$ cat src/rtl/ln_mac_bf16_pkg.sv
// Shared types and BF16 constants for the ln_mac_bf16 natural-log block.
// Optional rounding in the top is selected with `define LN_ROUND_EN.
package ln_bf16_pkg;

    localparam logic [15:0] QNAN = 16'h7FC0;
    localparam logic [15:0] NINF = 16'hFF80;
    localparam logic [15:0] PINF = 16'h7F80;

    typedef enum logic [1:0] {UNCFG, RUN, DRAIN} ln_state_e;

    typedef enum logic [2:0] {NORM, ZERO, NEG, INF, NAN} ln_class_e;

    typedef struct packed {
        logic [15:0] base;
        logic [15:0] offset;
    } ln_entry_t;

    // Priority: NaN, negative non-zero, zero/denormal, +inf, normal.
    function automatic ln_class_e classify(input logic [15:0] v);
        if (v[14:7] == 8'hFF && v[6:0] != 7'd0) return NAN;
        else if (v[15] && v[14:0] != 15'd0)     return NEG;
        else if (v[14:7] == 8'h00)              return ZERO;
        else if (v[14:7] == 8'hFF)              return INF;
        else                                    return NORM;
    endfunction

endpackage

$ cat src/rtl/ln_mac_bf16_if.sv
// Config, status and streaming signals of ln_mac_bf16; slave = block side.
interface ln_mac_bf16_if #(parameter int AW = 4) ();

    logic            cfg_we;
    logic [AW-1:0]   cfg_addr;
    logic [31:0]     cfg_data;
    logic            cfg_commit;
    logic            cfg_unlock;
    logic            cfg_err;
    logic            busy;

    // A beat moves on a clock edge where valid and ready are both high;
    // valid never waits for ready, and the payload holds while valid is unacknowledged.
    logic            in_valid;
    logic            in_ready;
    logic [15:0]     x;
    logic            out_valid;
    logic            out_ready;
    logic [15:0]     y;
    logic            y_oor;

    ln_bf16_pkg::ln_state_e dbg_state;

    modport slave (
        input  cfg_we, cfg_addr, cfg_data, cfg_commit, cfg_unlock,
        input  in_valid, x, out_ready,
        output cfg_err, busy, in_ready, out_valid, y, y_oor, dbg_state
    );

    modport master (
        output cfg_we, cfg_addr, cfg_data, cfg_commit, cfg_unlock,
        output in_valid, x, out_ready,
        input  cfg_err, busy, in_ready, out_valid, y, y_oor, dbg_state
    );

endinterface

$ cat src/rtl/ln_mac_bf16_coef_rf.sv
// Coefficient register file: N_SEG entries, one synchronous write, one combinational read.
module ln_coef_rf
    import ln_bf16_pkg::*;
#(
    parameter int N_SEG = 16,
    parameter int AW    = $clog2(N_SEG)
) (
    input  logic          clk,
    input  logic          rst,
    input  logic          we_i,
    input  logic [AW-1:0] waddr_i,
    input  ln_entry_t     wdata_i,
    input  logic [AW-1:0] raddr_i,
    output ln_entry_t     rdata_o
);

    ln_entry_t mem_q [N_SEG];

    always_ff @(posedge clk or negedge rst) begin
        if (!rst) begin
            for (int i = 0; i < N_SEG; i++) mem_q[i] <= '0;
        end else if (we_i) begin
            mem_q[waddr_i] <= wdata_i;
        end
    end

    assign rdata_o = mem_q[raddr_i];

endmodule

$ cat src/rtl/ln_mac_bf16.sv
// Pipelined BF16 ln(x): per-exponent linear segment y = base + (M*offset >>> 7).
// Define LN_ROUND_EN to round the in-range product half-up instead of truncating.
module ln_mac_bf16
    import ln_bf16_pkg::*;
#(
    parameter int N_SEG = 16,
    parameter int E_LO  = 120
) (
    input  logic          clk,
    input  logic          rst,
    ln_mac_bf16_if.slave  bus
);

    localparam int AW   = $clog2(N_SEG);
    localparam int E_HI = E_LO + N_SEG - 1;

    ln_state_e state_q, state_d;
    logic      cfg_err_q, cfg_err_d;
    logic      rf_we, adv, accept, drained;

    logic [7:0]    x_e, x_rel;
    logic          x_lo, x_hi;
    logic [AW-1:0] x_idx;
    ln_entry_t     rd_ent;

    logic            s1_v_q, s1_lo_q, s1_hi_q;
    ln_class_e       s1_cls_q;
    logic [6:0]      s1_m_q;
    ln_entry_t       s1_ent_q;
    logic signed [23:0] prod;

    logic            s2_v_q, s2_lo_q, s2_hi_q;
    ln_class_e       s2_cls_q;
    logic [15:0]     s2_base_q, s2_off_q;
    logic [23:0]     s2_p_q, p_adj;

    logic            out_valid_q, y_oor_q, oor_d;
    logic [15:0]     y_q, y_d;

    assign adv     = !out_valid_q || bus.out_ready;
    assign accept  = bus.in_valid && bus.in_ready;
    assign drained = !s1_v_q && !s2_v_q && !out_valid_q;

    // Decode and table index, clamped to the end entries when out of range.
    assign x_e   = bus.x[14:7];
    assign x_lo  = x_e < 8'(E_LO);
    assign x_hi  = x_e > 8'(E_HI);
    assign x_rel = x_e - 8'(E_LO);
    assign x_idx = x_lo ? '0 : (x_hi ? AW'(N_SEG - 1) : x_rel[AW-1:0]);

    ln_coef_rf #(.N_SEG(N_SEG), .AW(AW)) u_rf (
        .clk     (clk),
        .rst     (rst),
        .we_i    (rf_we),
        .waddr_i (bus.cfg_addr),
        .wdata_i (bus.cfg_data),
        .raddr_i (x_idx),
        .rdata_o (rd_ent)
    );

    always_ff @(posedge clk or negedge rst) begin
        if (!rst) begin
            state_q   <= UNCFG;
            cfg_err_q <= 1'b0;
        end else begin
            state_q   <= state_d;
            cfg_err_q <= cfg_err_d;
        end
    end

    always_comb begin
        state_d   = state_q;
        cfg_err_d = 1'b0;
        rf_we     = 1'b0;
        case (state_q)
            UNCFG: begin
                rf_we = bus.cfg_we;
                if (bus.cfg_commit) state_d = RUN;
            end
            RUN: begin
                cfg_err_d = bus.cfg_we || bus.cfg_commit;
                if (bus.cfg_unlock) state_d = DRAIN;
            end
            DRAIN: begin
                cfg_err_d = bus.cfg_we || bus.cfg_commit;
                if (drained) state_d = UNCFG;
            end
            default: state_d = UNCFG;
        endcase
    end

    assign prod = $signed(s1_ent_q.offset) * $signed({1'b0, s1_m_q});

    always_comb begin
        p_adj = s2_p_q;
`ifdef LN_ROUND_EN
        p_adj = s2_p_q + 24'd64;
`else
        p_adj = s2_p_q;
`endif
        y_d   = s2_base_q + p_adj[22:7];
        oor_d = 1'b0;
        case (s2_cls_q)
            NAN, NEG: y_d = QNAN;
            ZERO:     y_d = NINF;
            INF:      y_d = PINF;
            default: begin
                if (s2_lo_q) begin
                    y_d   = s2_base_q;
                    oor_d = 1'b1;
                end else if (s2_hi_q) begin
                    y_d   = s2_base_q + s2_off_q;
                    oor_d = 1'b1;
                end
            end
        endcase
    end

    // Every stage moves together on adv, so a stalled output freezes the whole pipe.
    always_ff @(posedge clk or negedge rst) begin
        if (!rst) begin
            s1_v_q      <= 1'b0;
            s1_lo_q     <= 1'b0;
            s1_hi_q     <= 1'b0;
            s1_cls_q    <= NORM;
            s1_m_q      <= '0;
            s1_ent_q    <= '0;
            s2_v_q      <= 1'b0;
            s2_lo_q     <= 1'b0;
            s2_hi_q     <= 1'b0;
            s2_cls_q    <= NORM;
            s2_base_q   <= '0;
            s2_off_q    <= '0;
            s2_p_q      <= '0;
            out_valid_q <= 1'b0;
            y_q         <= '0;
            y_oor_q     <= 1'b0;
        end else if (adv) begin
            s1_v_q <= accept;
            if (accept) begin
                s1_lo_q  <= x_lo;
                s1_hi_q  <= x_hi;
                s1_cls_q <= classify(bus.x);
                s1_m_q   <= bus.x[6:0];
                s1_ent_q <= rd_ent;
            end
            s2_v_q <= s1_v_q;
            if (s1_v_q) begin
                s2_lo_q   <= s1_lo_q;
                s2_hi_q   <= s1_hi_q;
                s2_cls_q  <= s1_cls_q;
                s2_base_q <= s1_ent_q.base;
                s2_off_q  <= s1_ent_q.offset;
                s2_p_q    <= prod;
            end
            out_valid_q <= s2_v_q;
            if (s2_v_q) begin
                y_q     <= y_d;
                y_oor_q <= oor_d;
            end
        end
    end

    assign bus.in_ready  = (state_q == RUN) && adv;
    assign bus.busy      = (state_q != UNCFG);
    assign bus.cfg_err   = cfg_err_q;
    assign bus.out_valid = out_valid_q;
    assign bus.y         = y_q;
    assign bus.y_oor     = y_oor_q;
    assign bus.dbg_state = state_q;

endmodule

$ cat src/flat_wrapper.sv
// flat-port wrapper written by rule: the top's interface ports become plain ports
module ln_mac_bf16_flat import ln_bf16_pkg::*;
#(
    parameter int N_SEG = 16,
    parameter int E_LO  = 120
)
  (clk, rst, bus_cfg_we, bus_cfg_addr, bus_cfg_data, bus_cfg_commit, bus_cfg_unlock, bus_in_valid, bus_x, bus_out_ready, bus_cfg_err, bus_busy, bus_in_ready, bus_out_valid, bus_y, bus_y_oor, bus_dbg_state);
  ln_mac_bf16_if #(.AW(4)) bus_i ();
  input  logic clk;
  input  logic rst;
  input wire logic [$bits(bus_i.cfg_we)-1:0] bus_cfg_we;
  input wire logic [$bits(bus_i.cfg_addr)-1:0] bus_cfg_addr;
  input wire logic [$bits(bus_i.cfg_data)-1:0] bus_cfg_data;
  input wire logic [$bits(bus_i.cfg_commit)-1:0] bus_cfg_commit;
  input wire logic [$bits(bus_i.cfg_unlock)-1:0] bus_cfg_unlock;
  input wire logic [$bits(bus_i.in_valid)-1:0] bus_in_valid;
  input wire logic [$bits(bus_i.x)-1:0] bus_x;
  input wire logic [$bits(bus_i.out_ready)-1:0] bus_out_ready;
  output wire logic [$bits(bus_i.cfg_err)-1:0] bus_cfg_err;
  output wire logic [$bits(bus_i.busy)-1:0] bus_busy;
  output wire logic [$bits(bus_i.in_ready)-1:0] bus_in_ready;
  output wire logic [$bits(bus_i.out_valid)-1:0] bus_out_valid;
  output wire logic [$bits(bus_i.y)-1:0] bus_y;
  output wire logic [$bits(bus_i.y_oor)-1:0] bus_y_oor;
  output wire logic [$bits(bus_i.dbg_state)-1:0] bus_dbg_state;
  assign bus_i.cfg_we = bus_cfg_we;
  assign bus_i.cfg_addr = bus_cfg_addr;
  assign bus_i.cfg_data = bus_cfg_data;
  assign bus_i.cfg_commit = bus_cfg_commit;
  assign bus_i.cfg_unlock = bus_cfg_unlock;
  assign bus_i.in_valid = bus_in_valid;
  assign bus_i.x = bus_x;
  assign bus_i.out_ready = bus_out_ready;
  assign bus_cfg_err = bus_i.cfg_err;
  assign bus_busy = bus_i.busy;
  assign bus_in_ready = bus_i.in_ready;
  assign bus_out_valid = bus_i.out_valid;
  assign bus_y = bus_i.y;
  assign bus_y_oor = bus_i.y_oor;
  assign bus_dbg_state = bus_i.dbg_state;
  ln_mac_bf16 #(.N_SEG(N_SEG), .E_LO(E_LO)) u_core (.clk(clk), .rst(rst), .bus(bus_i));
endmodule
$ cat config.mk
export PLATFORM = sky130hd
export DESIGN_NAME = ln_mac_bf16_flat
export DESIGN_NICKNAME = d
export VERILOG_FILES = /design/src/rtl/ln_mac_bf16_pkg.sv /design/src/rtl/ln_mac_bf16_if.sv /design/src/rtl/ln_mac_bf16_coef_rf.sv /design/src/rtl/ln_mac_bf16.sv /design/src/flat_wrapper.sv
export SDC_FILE = /design/constraint.sdc
export NUM_CORES = 1
export LEC_CHECK = 0
export CORE_MARGIN = 2
export CORE_UTILIZATION = 40
export DETAILED_ROUTE_END_ITERATION = 10
export GPL_ROUTABILITY_DRIVEN = 0
export PLACE_DENSITY = 0.62
export SLEW_MARGIN = 30
export SYNTH_ARGS = -nofsm -noshare
export SYNTH_HDL_FRONTEND = slang
export SYNTH_HIERARCHICAL = 1
export SYNTH_SLANG_ARGS = --single-unit
$ cat constraint.sdc
create_clock -name clk -period 5.8 [get_ports clk]
set_input_delay 1.45 -clock clk [delete_from_list [all_inputs] [get_ports clk]]
set_output_delay 1.45 -clock clk [all_outputs]
set_load 0.005 [all_outputs]
## Word level (Yosys, flattened, before mapping)

Index checks and enable logic that the tools add are counted.

| operators by class | value |
|---|---|
| bitwise logic cells | 2 |
| divide/modulo/power cells | 0 |
| reduce and logical (&&, ||, !) cells | 24 |
| shift operators | 0 |
| mux-type cells | 24 |
| $mul | 1 |
| add/subtract/negate cells | 3 |
| magnitude comparators | 5 |
| eq/ne operators | 10 |

Operators by type and width:

| cell | count |
|---|---|
| 512-bit bitwise mux | 1 |
| 32-bit binary-select mux with 4-bit select | 1 |
| 32-bit demux with 4-bit select | 1 |
| 32-bit two-way mux | 3 |
| 16-bit case mux with 3 select lines | 1 |
| 16-bit adder | 2 |
| 16-bit two-way mux | 2 |
| 16-bit by 8-bit multiplier with 23-bit output | 1 |
| 15-bit nonzero test | 1 |
| 5-bit greater-or-equal comparator, second input constant | 2 |
| 4-bit NOT with 5-bit output | 2 |
| 3-bit two-way mux | 3 |
| 8-bit equality test, second input constant | 1 |
| 8-bit > comparator, second input constant | 1 |
| 8-bit zero test | 1 |
| 8-bit by 7-bit less-than comparator with 1-bit output, second input constant | 1 |
| 2-bit two-way mux | 4 |
| 4-bit two-way mux | 2 |
| 1-bit logical AND | 7 |
| 7-bit nonzero test | 1 |
| 3-bit by 2-bit equality test with 1-bit output, second input constant | 2 |
| 2-bit case mux with 3 select lines | 1 |
| 2-bit AND reduction | 3 |
| 5-bit by 1-bit less-than comparator with 1-bit output, second input constant | 1 |
| 15 further kinds | 24 |

| word-level totals | value |
|---|---|
| memory bits (writable) | 0 |
| bits of input ports | 59 |
| memories | 0 |
| logic and storage cells | 120 |
| register bits | 639 |
| memory bits (read-only) | 0 |
| latch bits | 0 |
| output and inout bits | 23 |

## Longest topological paths before layout

Gate-level depths: netlist of run 1.

| depth | value |
|---|---|
| word-level depth | 7 |
| mapped depth | 20 |
| gate-level depth less buffers | 19 |

## Hierarchy

Netlist of run 1, hierarchy kept.

Modules (own cells, without submodules):

| module | instances | area an instance (sq um) | cells each | sequential area each (sq um) |
|---|---|---|---|---|
| ln_coef_rf | 1 | 22774.3 | 1404 | 12812.3 |
| ln_mac_bf16 | 1 | 9405.3 | 901 | 3002.9 |

## Least setup slack after synthesis of run 1

OpenSTA, ideal clock, no wires.

| timing | value |
|---|---|
| path kind | register -> register |
| start | register u_core.s1_m_q[2] |
| end | register u_core.s2_p_q[22] (netlist: u_core/p_adj[22]) |
| data arrival time | 4.604 ns |
| slack | 1.065 ns |
| data required time | 5.669 ns |
| library setup time | 0.131 ns |
| clock period less this slack | 4.735 ns |
| cell stages (with the launch flop) | 20 |
| path buffers | 1 |
| path through | dfrtp_1 > clkbuf_1 > nand2_1 > fa_1 > inv_1 > fa_1 > fa_1 > inv_1 > fa_1 > inv_1 > ha_1 > a21o_1 > a21o_1 > a21oi_1 > o21ai_0 > a221o_1 > a41oi_1 > o211ai_1 > xnor2_1 > o21ai_1 |

| on the way | value |
|---|---|
| longest elaborated chain between the ends | 1 |

RTL lines:

| element | RTL line | text |
|---|---|---|
| start: declaration | ln_mac_bf16.sv:28 | `logic [6:0] s1_m_q;` |
| start signal: assignment | ln_mac_bf16.sv:144 | `s1_m_q <= bus.x[6:0];` |
| 16-bit by 8-bit multiplier with 23-bit output | ln_mac_bf16.sv:92 | `assign prod = $signed(s1_ent_q.offset) * $signed({1'b0, s1_m_q});` |
| end signal: assignment | ln_mac_bf16.sv:154 | `s2_p_q <= prod;` |
| end: declaration | ln_mac_bf16.sv:35 | `logic [23:0] s2_p_q, p_adj;` |

No other way between the ends.
A chain may end at the register's enable or synchronous reset.

## Worst setup path after layout of run 1

Ends and elaborated chain as after synthesis.

==> flow_metrics.py, run 1 <==
metrics = {
    "critical_path": {
        "crit_slowest_cell": "dfrtp_1",
        "critical_path.max_stage_delay_ns": 0.67,
        "crit_top_cell": "fa_1",
        "start_kind": "flip-flop",
        "cp_cell_sequence": "nand2_1 -> fa_1 -> inv_1 -> fa_1 -> fa_1 -> inv_1 -> fa_1 -> inv_1 -> ha_1 -> a21o_1 -> a21o_1 -> a21oi_1 -> o21ai_0 -> a221o_1 -> a41oi_1 -> o211ai_1 -> xnor2_1 -> o21ai_1",
        "cp_max_fo": 17,
        "path_class": "reg2reg",
        "crit_arrival_ns": 5.64,
        "worstPathRequired_ns": 6.30,
        "critical-path-top-delay-family": "adder cells",
        "end_kind": "flip-flop",
        "timing.critical_path.buf_inv": 3,
    },
    "floorplanning": {
        "num_rows": 104,
        "core_mm2": 0.08003,
        "io-pin-count": 82,
        "initial_core_util_pct": 40.21,
        "die_area_mm2": 0.08273,
        "die_x_um": 287.6,
        "die_h_um": 287.6,
    },
    "flow_run": {
        "cap_viol_max_count": 0,
    },
    "timing": {
        "grt_setup_unrepaired": "no",
        "finalWorstPathRequiredPeriod_ns": 5.142,
        "relSlewSlack_pct": 42.08,
        "tightest_slew_ns": 0.8688,
        "drv_slew": 0,
        "hold_viol_final": 0,
        "fin_worst_skew_ns": 0.01942,
        "holdWs_ns": 0.4797,
        "fin_setup_tns_ns": 0,
        "max_freq_ghz": 0.1945,
        "setup_violations": 0,
        "min_period_over_period_pct": 88.65,
    },
    "final_layout": {
        "final-instance-count-excl-fill": 3460,
        "num-nets-final": 2552,
        "drive_above_1_share_pct": 37.92,
        "nFillCells": 7010,
        "syn2layout_area_growth_pct": 13.50,
    },
    "synth": {
        "synth_top_cells_by_area": "dfrtp_1, mux2_2, mux4_2, fa_1, ha_1",
        "ys_types": 62,
        "synth_ff_type": "dfrtp_1",
        "yosysWarnings": 6,
        "yosys.area.top_type": "dfrtp_1",
        "synth_fp_nets": 2510,
        "avgSynthCellArea_um2": 13.96,
        "synth_top_area_share_pct": 49.15,
        "synth-seq-area-share_pct": 49.15,
        "async_flop_share_pct": 100.0,
        "synth_common_cells": "dfrtp_1, mux2_2, inv_1, mux4_2, nand2_1",
        "syn_area_mm2": 0.03218,
        "ys_ff_latch": 632,
        "synth_edf_count": 0,
        "yosysMostFrequentCell": "dfrtp_1",
        "netlist_instances": 2305,
    },
    "run_status": {
        "outcome": "finished, final reports clean",
    },
    "routing": {
        "dr.pass1.iters": 4,
        "vias": 19010,
        "postRouteWirelength_um": 78780,
        "postRouteAntennaNets": 0,
        "drc": 0,
        "avgRoutedWirePerCell_um": 22.77,
        "drtIter0Drc": 1211,
        "viasPerCell": 5.495,
    },
    "cts": {
        "clk_pin_slew_ns": 0.06,
        "cts_resized": 0,
        "cts_max_path_buffers": 3,
        "postCtsSetupBuffers": 0,
        "cts_tree": "done",
        "htreeDepth": 3,
        "clock_latency_ns": 0.62,
        "cts.sinks": 632,
        "ctsHoldBuffers": 0,
        "cts_root_buf": "clkbuf_16",
        "cts_buffers": 70,
    },
    "placed_design": {
        "io_buffers": 81,
        "dp_cells": 3335,
        "dp_hpwl_um": 49660,
    },
    "global_route": {
        "antenna_found_initial": 6,
        "grt_util_all_layers_pct": 19.50,
        "grt_max_degree": 126,
        "grt_pass1_wl_um": 123500,
        "grt_pass1_vias": 20680,
        "overflow": 0,
    },
    "power_and_ir_drop": {
        "pwr_density_cell_mw_per_mm2": 527.9,
        "ir_drop_uv": 255.2,
        "power.leakage_nw": 16.58,
    },
    "min_path": {
        "hold_path.class": "reg2reg",
    },
}
## metal layers
layer	global-route usage, %	up-vias	share of wire [%]
met4	5.039	8	2.2
met2	31.81	363	48
met3	3.685	118	4.6
li1	-	8259	-
met5	0	-	0.057
met1	26.80	10270	45
## sequential cells by signal (all words and copies together), names as in the netlist, 2 cells and up
name	cells
u_core/s1_ent_q	32
u_core/u_rf/mem_q	512
u_core/s2_cls_q	3
u_core/s1_cls_q	3
u_core/s2_off_q	16
u_core/s1_m_q	7
u_core/bus.dbg_state	2
u_core/p_adj	16
u_core/s2_base_q	16
u_core/bus.y	16
## final timing paths
kind	cells past startpoint	start	slack, ns	to
worst max register to register	18	u_core/s1_m_q[2]	0.66	u_core/p_adj[22]
worst max-delay path	18	u_core/s1_m_q[2]	0.66	u_core/p_adj[22]
max in group asynchronous	2	rst	3.66	u_core/u_rf/mem_q[297]
worst min-delay path	2	u_core/p_adj[13]	0.48	u_core/p_adj[13]
worst min register to register	2	u_core/p_adj[13]	0.48	u_core/p_adj[13]
min in group asynchronous	1	rst	0.92	u_core/s2_base_q[10]
## cells by family after synthesis
group	after synthesis	synth area share, %
xor+xnor	34	0.9487
simple gates	278	4.308
mux	742	30.44
buf+inv	285	3.565
flops	632	49.15
compound gates	188	3.954
fa+ha+maj	146	7.636
## worst reg2reg max path, stage by stage, from the launching register on
cell and delay [ns]:
dfrtp_1 0.67, nand2_1 0.16, fa_1 0.55, inv_1 0.05, fa_1 0.45, fa_1 0.53
inv_1 0.06, fa_1 0.47, inv_1 0.04, ha_1 0.32, a21o_1 0.20, a21o_1 0.17
a21oi_1 0.20, o21ai_0 0.13, a221o_1 0.32, a41oi_1 0.33, o211ai_1 0.17, xnor2_1 0.15
o21ai_1 0.07
## cells in the final DEF, fill, tap and decap left out, drive strengths merged, types with 3 or more instances in the layout
cell and instances:
a21o 15, o21a 6, xnor2 16, xor2 18, o21ai 38, nand2 110
diode 3, mux2 610, nand3 4, o31ai 6, a22oi 65, nand2b 9
nand4 3, and3 3, nor3b 3, clkinv 7, mux4 128, or3 3
nor4 5, dfrtp 632, o22a 4, clkdlybuf4s50 80, nor2 35, a21oi 34
mux2i 4, inv 133, nor2b 8, and2 82, buf 46, ha 62
clkbuf 109, fa 84, nor3 6
## where the power goes
| group | internal [mW] | switching [mW] |
|---|---|---|
| sequential | 6.39 | 1.25 |
| combinational | 4.01 | 3.30 |
| clock | 2.53 | 1.81 |
| total | 12.9 | 6.36 |
## per-stage QoR
step	util [%]	power [mW]	area, um2	setup WS, ns
2_1_floorplan	-	12.97	32180	1.065
3_3_place_gp	42.85	14.71	34290	0.6686
3_5_place_dp	42.85	15.08	34290	0.6752
4_1_cts	45.62	19.50	36510	0.6645
5_1_grt	45.63	20.72	36520	0.3757
6_report	45.64	19.28	36520	0.6580
## area by class of cell
type                    instances  area, um2  share of cell area, %
well taps                    1060       1326                  3.631
repair buffers                126       1316                  3.604
inverters                     129      484.2                  1.326
flip-flops and latches        632      15820                  43.30
clock inverters                13      178.9                 0.4899
clock buffers                 109       2041                  5.587
multi-input cells            1388      15350                  42.04
diodes                          3      7.507                0.02055
(Power assumes the default switching activity.)
==> run 2, diff against run 1 <==
--- a/config.mk
+++ b/config.mk
@@ -10,6 +10,7 @@
 export DETAILED_ROUTE_END_ITERATION = 10
 export GPL_ROUTABILITY_DRIVEN = 0
 export PLACE_DENSITY = 0.62
+export REMOVE_ABC_BUFFERS = 1
 export SLEW_MARGIN = 30
 export SYNTH_ARGS = -nofsm -noshare
 export SYNTH_HDL_FRONTEND = slang
==> run 2 against run 1 <==
Total power grew 2.7%; critical path type unchanged; highest routed layer unchanged; first-iteration DRC count decreased by 7.6%; sequential power is essentially flat; largest cell class unchanged; global-route usage rose by 0.58 points; count of clock-buffer cells in the layout is 10 lower.
==> flow_metrics.py, run 2 (synthesized netlist as in run 1, its figures left out) <==
metrics = {
    "run_status": {
        "outcome": "finished, final reports clean",
    },
    "critical_path": {
        "reg2reg_from": "u_core/s1_m_q[2]",
        "crit_arrival_ns": 5.61,
        "worstPathRequired_ns": 6.26,
        "cp_max_fo": 17,
        "start_kind": "flip-flop",
        "rr_worst_depth": 18,
        "reg2reg_slack_ns": 0.64,
        "path_class": "reg2reg",
        "end_kind": "flip-flop",
        "rr_endpoint": "u_core/p_adj[22]",
    },
    "min_path": {
        "hold_end": "u_core/bus.y[4]",
        "hold_path.class": "reg2reg",
        "min_from": "u_core/bus.y[4]",
        "hold_depth": 2,
    },
    "final_layout": {
        "antenna_cells": 0,
        "num-nets-final": 2559,
        "top_regs": "u_core/u_rf/mem_q x512, u_core/s1_ent_q x32",
        "drive_above_1_share_pct": 38.77,
        "syn2layout_area_growth_pct": 14.28,
        "largest_reg_flops": 512,
        "top_register": "u_core/u_rf/mem_q",
        "nFillCells": 6973,
        "fin_util_pct": 45.95,
        "stdcell_area_mm2": 0.03678,
        "layout_common_cells": "dfrtp_1, mux2_2, inv_1, mux4_2, nand2_1",
        "mostFrequentLayoutCell": "dfrtp_1",
    },
    "power_and_ir_drop": {
        "switching_power_mw": 6.525,
        "ir_drop_uv": 225.0,
        "p_seq_share_pct": 38.7,
        "power.leakage_nw": 16.72,
        "pwr_density_cell_mw_per_mm2": 538.2,
        "cellInternalPower_mw": 13.27,
        "power_frac_clock_pct": 23.9,
        "combPwrFrac_pct": 37.3,
        "switching_share_pct": 32.96,
    },
    "routing": {
        "postRouteAntennaNets": 0,
        "vias": 18920,
        "drc": 0,
        "postRouteWirelength_um": 80770,
        "drtIter0Drc": 1119,
        "dr.pass1.iters": 4,
        "avgRoutedWirePerCell_um": 23.32,
        "viasPerCell": 5.462,
    },
    "placed_design": {
        "dpl_cell_area_mm2": 0.03430,
        "dp_hpwl_um": 51020,
        "io_buffers": 81,
    },
    "cts": {
        "cts_buffers": 71,
        "htreeDepth": 3,
        "clock_latency_ns": 0.62,
        "postCtsSetupBuffers": 0,
        "cts_tree": "done",
        "cts_max_path_buffers": 3,
        "clk_pin_slew_ns": 0.06,
        "cts_resized": 0,
        "cts.sinks": 632,
        "ctsHoldBuffers": 0,
        "cts_root_buf": "clkbuf_16",
    },
    "timing": {
        "relSlewSlack_pct": 41.86,
        "holdWs_ns": 0.4780,
        "tightest_slew_ns": 0.8691,
        "min_period_over_period_pct": 88.92,
        "drv_slew": 0,
        "hold_viol_final": 0,
        "fin_setup_tns_ns": 0,
        "fin_worst_skew_ns": 0.03042,
        "grt_setup_unrepaired": "no",
        "finalWorstPathRequiredPeriod_ns": 5.157,
        "max_freq_ghz": 0.1939,
        "setup_violations": 0,
    },
    "floorplanning": {
        "die_h_um": 287.6,
        "core_mm2": 0.08003,
        "num_rows": 104,
        "die_area_mm2": 0.08273,
        "die_x_um": 287.6,
        "io-pin-count": 82,
        "initial_core_util_pct": 40.21,
    },
    "global_route": {
        "overflow": 0,
        "antenna_found_initial": 1,
        "grt_util_all_layers_pct": 20.08,
        "grt_pass1_vias": 20760,
        "grt_max_degree": 127,
        "grt_pass1_wl_um": 126900,
    },
    "flow_run": {
        "cap_viol_max_count": 0,
    },
}
-- run 2: worst max path at each step --
stage                                start                  end  slack [ns]
after global placement    u_core/s1_m_q[2]     u_core/p_adj[22]        0.71
after global routing      u_core/s1_m_q[2]     u_core/p_adj[22]        0.38
final                     u_core/s1_m_q[2]     u_core/p_adj[22]        0.64
after detailed placement  u_core/s1_m_q[2]     u_core/p_adj[22]        0.67
after floorplan                  bus_x[13]  u_core/s1_ent_q[10]       -6.83
after CTS                 u_core/s1_m_q[2]     u_core/p_adj[22]        0.65
-- run 2: layer usage --
metal | GRT usage, % | vias to the layer above | part of all wire, %
met3 | 3.494 | 117 | 4.5
met1 | 26.70 | 10140 | 43
met4 | 4.310 | 2 | 1.9
met5 | 0 | - | 0.014
met2 | 34.42 | 396 | 51
li1 | - | 8269 | -
-- run 2: area by class of cell --
type,instances,area [um2],share of cell area [%]
Sequential cell,632,15820,43.00
Clock buffer,99,2062,5.607
Inverter,129,484.2,1.317
Multi-Input combinational cell,1388,15350,41.74
Timing Repair Buffer,132,1324,3.600
Tap cell,1060,1326,3.606
Clock inverter,24,415.4,1.130
-- run 2: worst max-delay path: stages (launching register included) --
cell	delay, ns
dfrtp_1	0.69
nand2_1	0.18
fa_1	0.56
inv_1	0.06
fa_1	0.44
fa_1	0.51
inv_1	0.05
fa_1	0.47
inv_1	0.04
ha_1	0.32
a21o_1	0.19
a21o_1	0.17
a21oi_1	0.19
o21ai_0	0.12
a221o_1	0.30
a41oi_1	0.30
o211ai_1	0.17
xnor2_1	0.17
o21ai_1	0.08
-- run 2: stage by stage --
step | cells | worst slack (ns) | total power [mW]
6_report | 3464 | 0.6426 | 19.79
5_1_grt | 3464 | 0.3840 | 21.19
4_1_cts | 3464 | 0.6461 | 20.00
3_5_place_dp | 3341 | 0.6660 | 15.19
3_3_place_gp | 3341 | 0.7083 | 14.72
2_1_floorplan | 2149 | -6.826 | 12.95
-- run 2: power groups by stage --
stage | combinational (mW) | sequential, mW | clock (mW)
after detailed placement | 7.45 | 7.74 | 0
after global routing | 8.24 | 7.91 | 5.05
final | 7.39 | 7.67 | 4.74
after floorplan | 5.75 | 7.20 | 0
after global placement | 7.19 | 7.53 | 0
after CTS | 7.49 | 7.66 | 4.85
